[src/rtl/util_dac_dma_unpack.sv]
// Unpacks DMA beats of two W-bit samples into one or two DAC channels.
// One beat is buffered; samples go out one cycle after each request.
module util_dac_dma_unpack #(
    parameter int CHANNEL_DATA_WIDTH = 64,
    parameter int UNDERFLOW_FILL     = 0
) (
    input  logic                            dac_clk,
    input  logic                            dac_resetn,
    input  logic                            dac_enable_0,
    input  logic                            dac_enable_1,
    input  logic                            dac_valid_0,
    input  logic                            dac_valid_1,
    output logic [CHANNEL_DATA_WIDTH-1:0]   dac_ddata_0,
    output logic [CHANNEL_DATA_WIDTH-1:0]   dac_ddata_1,
    output logic                            dac_dunf,
    input  logic                            dma_valid,
    output logic                            dma_ready,
    input  logic [2*CHANNEL_DATA_WIDTH-1:0] dma_data
);

    localparam int W = CHANNEL_DATA_WIDTH;

    logic [1:0]     mask;
    logic [1:0]     mask_q;
    logic           mask_change;
    logic           active;
    logic           dual;
    logic           req;
    logic           serve;
    logic           consume;
    logic           underflow;
    logic           accept;
    logic [2*W-1:0] buf_data;
    logic           buf_valid;
    logic           phase;
    logic [W-1:0]   lo_half;
    logic [W-1:0]   hi_half;
    logic [W-1:0]   sel_half;

    assign mask        = {dac_enable_1, dac_enable_0};
    assign mask_change = (mask != mask_q);
    assign active      = (mask != 2'b00);
    assign dual        = (mask == 2'b11);
    assign req         = dac_valid_0 | dac_valid_1;

    // A request during an enable change is never served from the stale beat.
    assign serve     = req & active & ~mask_change & buf_valid;
    assign consume   = serve & (dual | phase);
    assign underflow = req & active & (mask_change | ~buf_valid);

    assign dma_ready = active & ~mask_change & (~buf_valid | consume);
    assign accept    = dma_valid & dma_ready;

    assign lo_half  = buf_data[W-1:0];
    assign hi_half  = buf_data[2*W-1:W];
    assign sel_half = phase ? hi_half : lo_half;

    always_ff @(posedge dac_clk or negedge dac_resetn) begin
        if (!dac_resetn) begin
            mask_q      <= 2'b00;
            buf_data    <= '0;
            buf_valid   <= 1'b0;
            phase       <= 1'b0;
            dac_ddata_0 <= '0;
            dac_ddata_1 <= '0;
            dac_dunf    <= 1'b0;
        end else begin
            mask_q   <= mask;
            dac_dunf <= underflow;

            if (mask_change) begin
                buf_valid <= 1'b0;
                phase     <= 1'b0;
            end else begin
                if (accept) begin
                    buf_data  <= dma_data;
                    buf_valid <= 1'b1;
                end else if (consume) begin
                    buf_valid <= 1'b0;
                end
                if (serve && !dual) begin
                    phase <= ~phase;
                end
            end

            if (!active) begin
                dac_ddata_0 <= '0;
                dac_ddata_1 <= '0;
            end else if (serve) begin
                if (dual) begin
                    dac_ddata_0 <= lo_half;
                    dac_ddata_1 <= hi_half;
                end else begin
                    dac_ddata_0 <= mask[0] ? sel_half : '0;
                    dac_ddata_1 <= mask[1] ? sel_half : '0;
                end
            end else if (underflow && UNDERFLOW_FILL == 0) begin
                dac_ddata_0 <= '0;
                dac_ddata_1 <= '0;
            end
        end
    end

endmodule

[config.mk]
export PLATFORM = sky130hd
export DESIGN_NAME = util_dac_dma_unpack
export DESIGN_NICKNAME = d
export VERILOG_FILES = /design/src/rtl/util_dac_dma_unpack.sv
export SDC_FILE = /design/constraint.sdc
export NUM_CORES = 1
export LEC_CHECK = 0
export ABC_AREA = 1
export BUFFER_PORTS_ARGS = -buffer_cell sky130_fd_sc_hd__buf_2
export CORE_UTILIZATION = 49
export CTS_CLUSTER_SIZE = 40
export DETAILED_ROUTE_END_ITERATION = 16
export HOLD_SLACK_MARGIN = 0.1
export MAX_ROUTING_LAYER = met4
export PLACE_DENSITY = 0.79
export SLEW_MARGIN = 20
export SYNTH_ARGS = -nofsm -noshare
export SYNTH_HDL_FRONTEND = slang
export SYNTH_SLANG_ARGS = --single-unit
[constraint.sdc]
create_clock -name dac_clk -period 1.7 [get_ports dac_clk]
set_clock_uncertainty 0.2 [all_clocks]
set_input_delay 0.17 -clock dac_clk [delete_from_list [all_inputs] [get_ports dac_clk]]
set_output_delay 0.17 -clock dac_clk [all_outputs]
set_load 0.05 [all_outputs]
==> results of run 1 <==
-- metal layers --
layer  up-vias  global-route usage [%]
met2       958                   55.28
li1       5544                       -
met4         0                   17.26
met3       213                   7.022
met5         -                       -
met1      6252                   42.32
-- synthesized netlist by cell type, drive strengths merged, types with 3 or more instances --
| cell type | n | area, um^2 |
|---|---|---|
| a22oi | 128 | 960.9 |
| o21ai | 3 | 15.01 |
| dfrtp | 261 | 6531 |
| nand2 | 456 | 1712 |
| inv | 138 | 518.0 |
| nand4 | 128 | 800.8 |
| nor2 | 8 | 30.03 |
| nand3 | 3 | 15.01 |
| clkbuf | 66 | 247.7 |
| buf | 58 | 352.8 |
| o22ai | 128 | 800.8 |
-- flip-flops by register name, summed over array words and instances, names as in the netlist --
| register | cells |
|---|---|
| buf_data | 128 |
| buf_valid | 1 |
| dac_ddata_0 | 64 |
| dac_ddata_1 | 64 |
| dac_dunf | 1 |
| mask_q | 2 |
| phase | 1 |
-- worst max path at each step --
stage	from	end	cells after the start
after global placement	mask_q[0]	dma_ready	7
final	mask_q[0]	dma_ready	7
after floorplan	mask_q[0]	dma_ready	6
after global routing	mask_q[0]	dma_ready	7
after detailed placement	mask_q[0]	dac_ddata_1[31]	7
after CTS	mask_q[0]	dma_ready	7
-- what timing repair did --
item / in CTS / in global routing
pin swaps: 6 / 6
endpoints found under the hold margin: 404 / 3
gates resized for setup: 45 / 87
setup endpoints to repair: 258 / 264
setup buffers: 12 / 9
gates cloned: 11 / 8
-- cell type report --
type                    instances  share of cell area (%)
inverters                     138                   2.995
flip-flops and latches        261                   36.79
diodes                          3                 0.04228
repair buffers                497                   24.25
multi-input cells             857                   28.01
clock inverters                15                   1.339
well taps                     319                   2.248
repair inverters                1                 0.03523
clock buffers                  34                   4.291
-- where the power goes --
part	total [mW]	internal [mW]	switching, mW
registers	7.87	7.09	0.779
logic	3.56	1.51	2.05
clock network	6.69	4.08	2.61
-- worst min-delay path: stages --
cell     delay, ps
buf_2          150
xnor2_2        110
nand2_2        100
o21ai_0        120
inv_1           70
-- kinds of logic after synthesis --
family,Yosys count
and+or+nand+nor,595
AOI/OAI and AO/OA,261
buffers and inverters,262
xor gates and xnor gates,1
DFF,261
-- per-stage QoR --
| step | worst slack [ps] | instance area (um^2) | std cells |
|---|---|---|---|
| finish | -489.4 | 17760 | 2125 |
| global route | -548.8 | 17760 | 2125 |
| CTS | -498.7 | 17040 | 2107 |
| detailed placement | -149.2 | 14070 | 1899 |
| global placement | -139.1 | 14070 | 1899 |
| floorplan | 20.57 | 12020 | 1380 |
==> results.toml, run 1 <==
[run_status]
status = "finished with violations"
violations = "setup timing"

[route]
drt_iter0_drc = 1474
first_pass_iters = 8
dr_wl_met2_um = 21620
drc_errors = 0
vias_per_cell = 6.102
avgRoutedWirePerCell_um = 21.20
dr.max_layer_used = "met4"
wirelength_um = 45040
vias = 12970
met3_length_um = 4881
ant_nets = 0
wl_met1_um = 16420

[min_path]
min_delay_path_depth = 5
hold_path_class = "primary input to flop"
worstHoldStart = "dac_enable_0"
hold_path_end = "dac_dunf"

[logic_synthesis]
syn_inst = 1380
synth_edf_count = 0
syn_area_um2 = 12010
synth_top_family_by_area = "simple AND/OR/NAND/NOR gates"
synthXorXnorAreaFrac_pct = 0.07292
ys_warn_count = 0
synth_compound_area_share_pct = 14.95
synthArstFlopShare_pct = 100.0
synth_cell_types = 18
synth-simple-area-share_pct = 21.29
ys_ff_latch = 261
ys.flop_type = "dfrtp_1"
synthAdderAreaFrac_pct = 0
syn_nets = 1515
ys_seq_area_share_pct = 54.37
synth_mux_area_share_pct = 0
avgSynthCellArea_um2 = 8.704

[layout]
final_common_cell = "nand2_1"
n_fill_cell = 1488
mostFrequentLayoutCells = "nand2_1 (445), buf_2 (261), dfrtp_1 (260)"
areaGrowthSynthToFinish_pct = 47.82
seq_area_um2 = 6533
multi_input_area_um2 = 4974
finish.utilization_pct = 74.75
drive_gt1_share_pct = 27.90
nets = 1918

[setup_path]
critPathTopFamily = "flip-flops"
crit_path_end_kind = "output pin"
worstSetupPathType = "flop to output pin"
crit_buf_inv = 3
ff2ff_setup_slack_ps = -470
r2r_start = "mask_q[0]"
cp.required_ps = 1330
cp-start-kind = "flop"
critPathArrivalTime_ps = 1820
slowest_delay_ps = 400
reg2reg_depth = 10
slowest_stage = "dfrtp_1"
rr_endpoint = "buf_data[124]"
critPathMaxFanout = 2
crit_chain = "xnor2_2 > nand3_2 > o21bai_4 > buf_12 > nand2_4 > clkinvlp_4 > buf_8"

[floorplanning]
design.core.area_um2 = 23750
start_util_pct = 50.57
dieHeight_um = 158.6
die_w_um = 158.6
ioPinCount = 265
die_area_um2 = 25140
rows = 56

[timing]
fmax_mhz = 456.7
finalSetupViolations = 259
maxSlewHeadroom_pct = 71.37
slew_violations = 0
fin_crit_ps = 2189
finalHoldWorstSlack_ps = 23.57
setup_slack_ps = -489.4
worst_pin_slew_ps = 429.5
final-hold-violation-count = 0
min_period_over_period_pct = 128.8
setup_tns_ps = -82530
grt_setup_unrepaired = "true"

[pwr]
p_leak_nw = 8.623
vdd_drop_max_v = 0.0007326
p_total_mw = 18.13
p_per_area_nw_per_um2 = 1021

[grt]
track_usage_pct = 34.76
grt_max_degree = 69
grt_overflow = 0
grt_pass1_wl_um = 65810
first_global_vias = 12980
antenna_found_initial = 3

[placed_design]
gp_congestion = 0.8084
place_hpwl_um = 22990
numPortBuffers = 264

[cts]
cts_buffers = 27
cts_tree = "yes"
clock_latency_ps = 530
clk_pin_slew_worst_paths_ps = 60
clk_path_buf_depth = 3
hold_buffers = 136
cts.htree.levels = 1
cts_sinks = 261
cts-root-buf = "clkbuf_16"

[run]
max_cap_violations = 0
Note: power is estimated with default switching activity, not from simulation.
==> run 2, diff against run 1 <==
CORE_UTILIZATION = 31   (was 49)
PLACE_DENSITY = 0.55   (was 0.79)
==> run 2 against run 1 <==
The flow still finishes with violations (setup timing). Combinational power decreased by 7.6%. Critical path depth decreased by 1. Largest cell class unchanged. Register-to-register slack improved by 150 ps. Final area decreased by 0.37%. Wire length increased by 1.8%. Flip-flop and latch count unchanged. Cell count increased by 8.9%. Global-route usage decreased by 12 points.
==> results.toml, run 2 (synthesized netlist as in run 1, its figures left out) <==
[pwr]
vdd_drop_max_v = 0.0008127
p_clk_share_pct = 40.4
p_switching_mw = 5.388
swShare_pct = 28.88
p_per_area_nw_per_um2 = 1054
p_seq_share_pct = 41.9
internal-power_mw = 13.26
p_leak_nw = 8.631
combPwrFrac_pct = 17.6

[grt]
antenna_found_initial = 4
track_usage_pct = 23.21
grt_max_degree = 86
first_global_vias = 11670
grt_overflow = 0
grt_pass1_wl_um = 68480

[setup_path]
ff2ff_setup_slack_ps = -320
rr_endpoint = "buf_data[88]"
worstSetupPathType = "flop to output pin"
reg2reg_depth = 10
critPathArrivalTime_ps = 1740
crit_path_end_kind = "output pin"
worstSetupStartpoint = "mask_q[0]"
r2r_start = "mask_q[0]"
cp-start-kind = "flop"
critPathMaxFanout = 2
cp.required_ps = 1330

[floorplanning]
dieHeight_um = 198.8
start_util_pct = 31.67
rows = 71
die_area_um2 = 39540
design.core.area_um2 = 37930
ioPinCount = 265
die_w_um = 198.8

[layout]
layoutNonFillerInstCount = 2315
nets = 1910
fin_area_um2 = 17690
mostFrequentLayoutCells = "nand2_1 (448), buf_2 (261), dfrtp_1 (260)"
areaGrowthSynthToFinish_pct = 47.28
regMostFlops = "buf_data"
largest_reg_flops = 128
seq_area_um2 = 6533
n_fill_cell = 3625
biggestRegsByFlops = "buf_data: 128 flops, dac_ddata_0: 64 flops, dac_ddata_1: 64 flops"
multi_input_area_um2 = 4666
final_common_cell = "nand2_1"
drive_gt1_share_pct = 25.74

[route]
first_pass_iters = 5
wirelength_um = 45870
vias_per_cell = 5.147
drc_errors = 0
avgRoutedWirePerCell_um = 19.81
ant_nets = 0
vias = 11920
drt_iter0_drc = 762

[cts]
cts_tree = "yes"
clock_latency_ps = 570
cts-root-buf = "clkbuf_16"
cts_buffers = 30
clk_pin_slew_worst_paths_ps = 70
clk_path_buf_depth = 3
cts.htree.levels = 1
cts_sinks = 261
hold_buffers = 136

[timing]
final-hold-violation-count = 0
maxSlewHeadroom_pct = 64.67
worst_pin_slew_ps = 529.9
fin_crit_ps = 2107
finalSetupViolations = 258
min_period_over_period_pct = 123.9
slew_violations = 0
fmax_mhz = 474.7
grt_setup_unrepaired = "true"
setup_slack_ps = -406.7

[min_path]
min_delay_path_depth = 6
worstHoldStart = "dac_enable_0"
hold_path_end = "dac_dunf"
hold_path_class = "primary input to flop"

[placed_design]
place_hpwl_um = 25710
numPortBuffers = 264
gp_congestion = 0.7806
placedCellCount = 2087
place_area_um2 = 14220

[run]
max_cap_violations = 0

[run_status]
violations = "setup timing"
status = "finished with violations"
[run 2: worst max path at each step]
stage / cells past startpoint / slack [ps] / endpoint
4_1_cts: 6 / -450 / dma_ready
3_3_place_gp: 9 / -390 / buf_data[64]
5_1_grt: 6 / -480 / dma_ready
2_1_floorplan: 6 / 20 / dma_ready
6_report: 6 / -410 / dma_ready
3_5_place_dp: 9 / -400 / buf_data[66]
[run 2: area by class of cell]
class,count,area share [%]
Sequential cell,261,36.93
Multi-Input combinational cell,857,26.37
Timing Repair Buffer,486,23.40
Clock buffer,36,4.774
Tap cell,511,3.614
Inverter,138,3.006
Clock inverter,20,1.782
Antenna cell,5,0.07073
Timing Repair inverter,1,0.04951
[run 2: critical path, stage by stage, from the launching register on]
cell        delay, ps
dfrtp_1           390
xnor2_2           180
nand3_2           130
o21bai_4          150
nand2_2            80
clkinvlp_4         80
buf_8             150
[run 2: power by group through the flow]
stage                     clock network (mW)  logic [mW]  registers, mW
after CTS                               7.69        3.19           7.80
after floorplan                            0        1.85           7.78
after detailed placement                   0        2.82           7.89
final                                   7.54        3.29           7.82
after global placement                     0        2.76           7.87
after global routing                    7.94        3.70           7.94
[run 2: metal layers]
layer  GRT usage [%]  part of all wire [%]  wire length [um]  vias to the layer above
met5               -                     0                 0                        -
met4           7.151                   2.3              1053                        0
met3           3.849                   7.6              3498                       75
met2           35.98                    47             21540                      507
li1                -                     -                 -                     5541
met1           31.00                    43             19770                     5792
[run 2: timing repair]
action	in CTS	in global routing
endpoints found under the setup margin	257	259
buffers inserted	11	3
cloned	10	8
resized for setup	38	38
endpoints found under the hold margin	394	1
pin swaps	4	3
[run 2: metrics by stage]
| stage | utilization (%) | setup slack [ps] | setup TNS, ps | power (mW) | hold WS, ps |
|---|---|---|---|---|---|
| 2_1_floorplan | - | 20.57 | 0 | 9.626 | -325.6 |
| 3_3_place_gp | 37.48 | -392.1 | -76010 | 10.64 | -140.0 |
| 3_5_place_dp | 37.48 | -395.1 | -73240 | 10.72 | -135.5 |
| 4_1_cts | 45.74 | -447.0 | -42230 | 18.68 | 4.538 |
| 5_1_grt | 46.63 | -477.0 | -73320 | 19.57 | 63.62 |
| 6_report | 46.64 | -406.7 | -50910 | 18.65 | 4.997 |
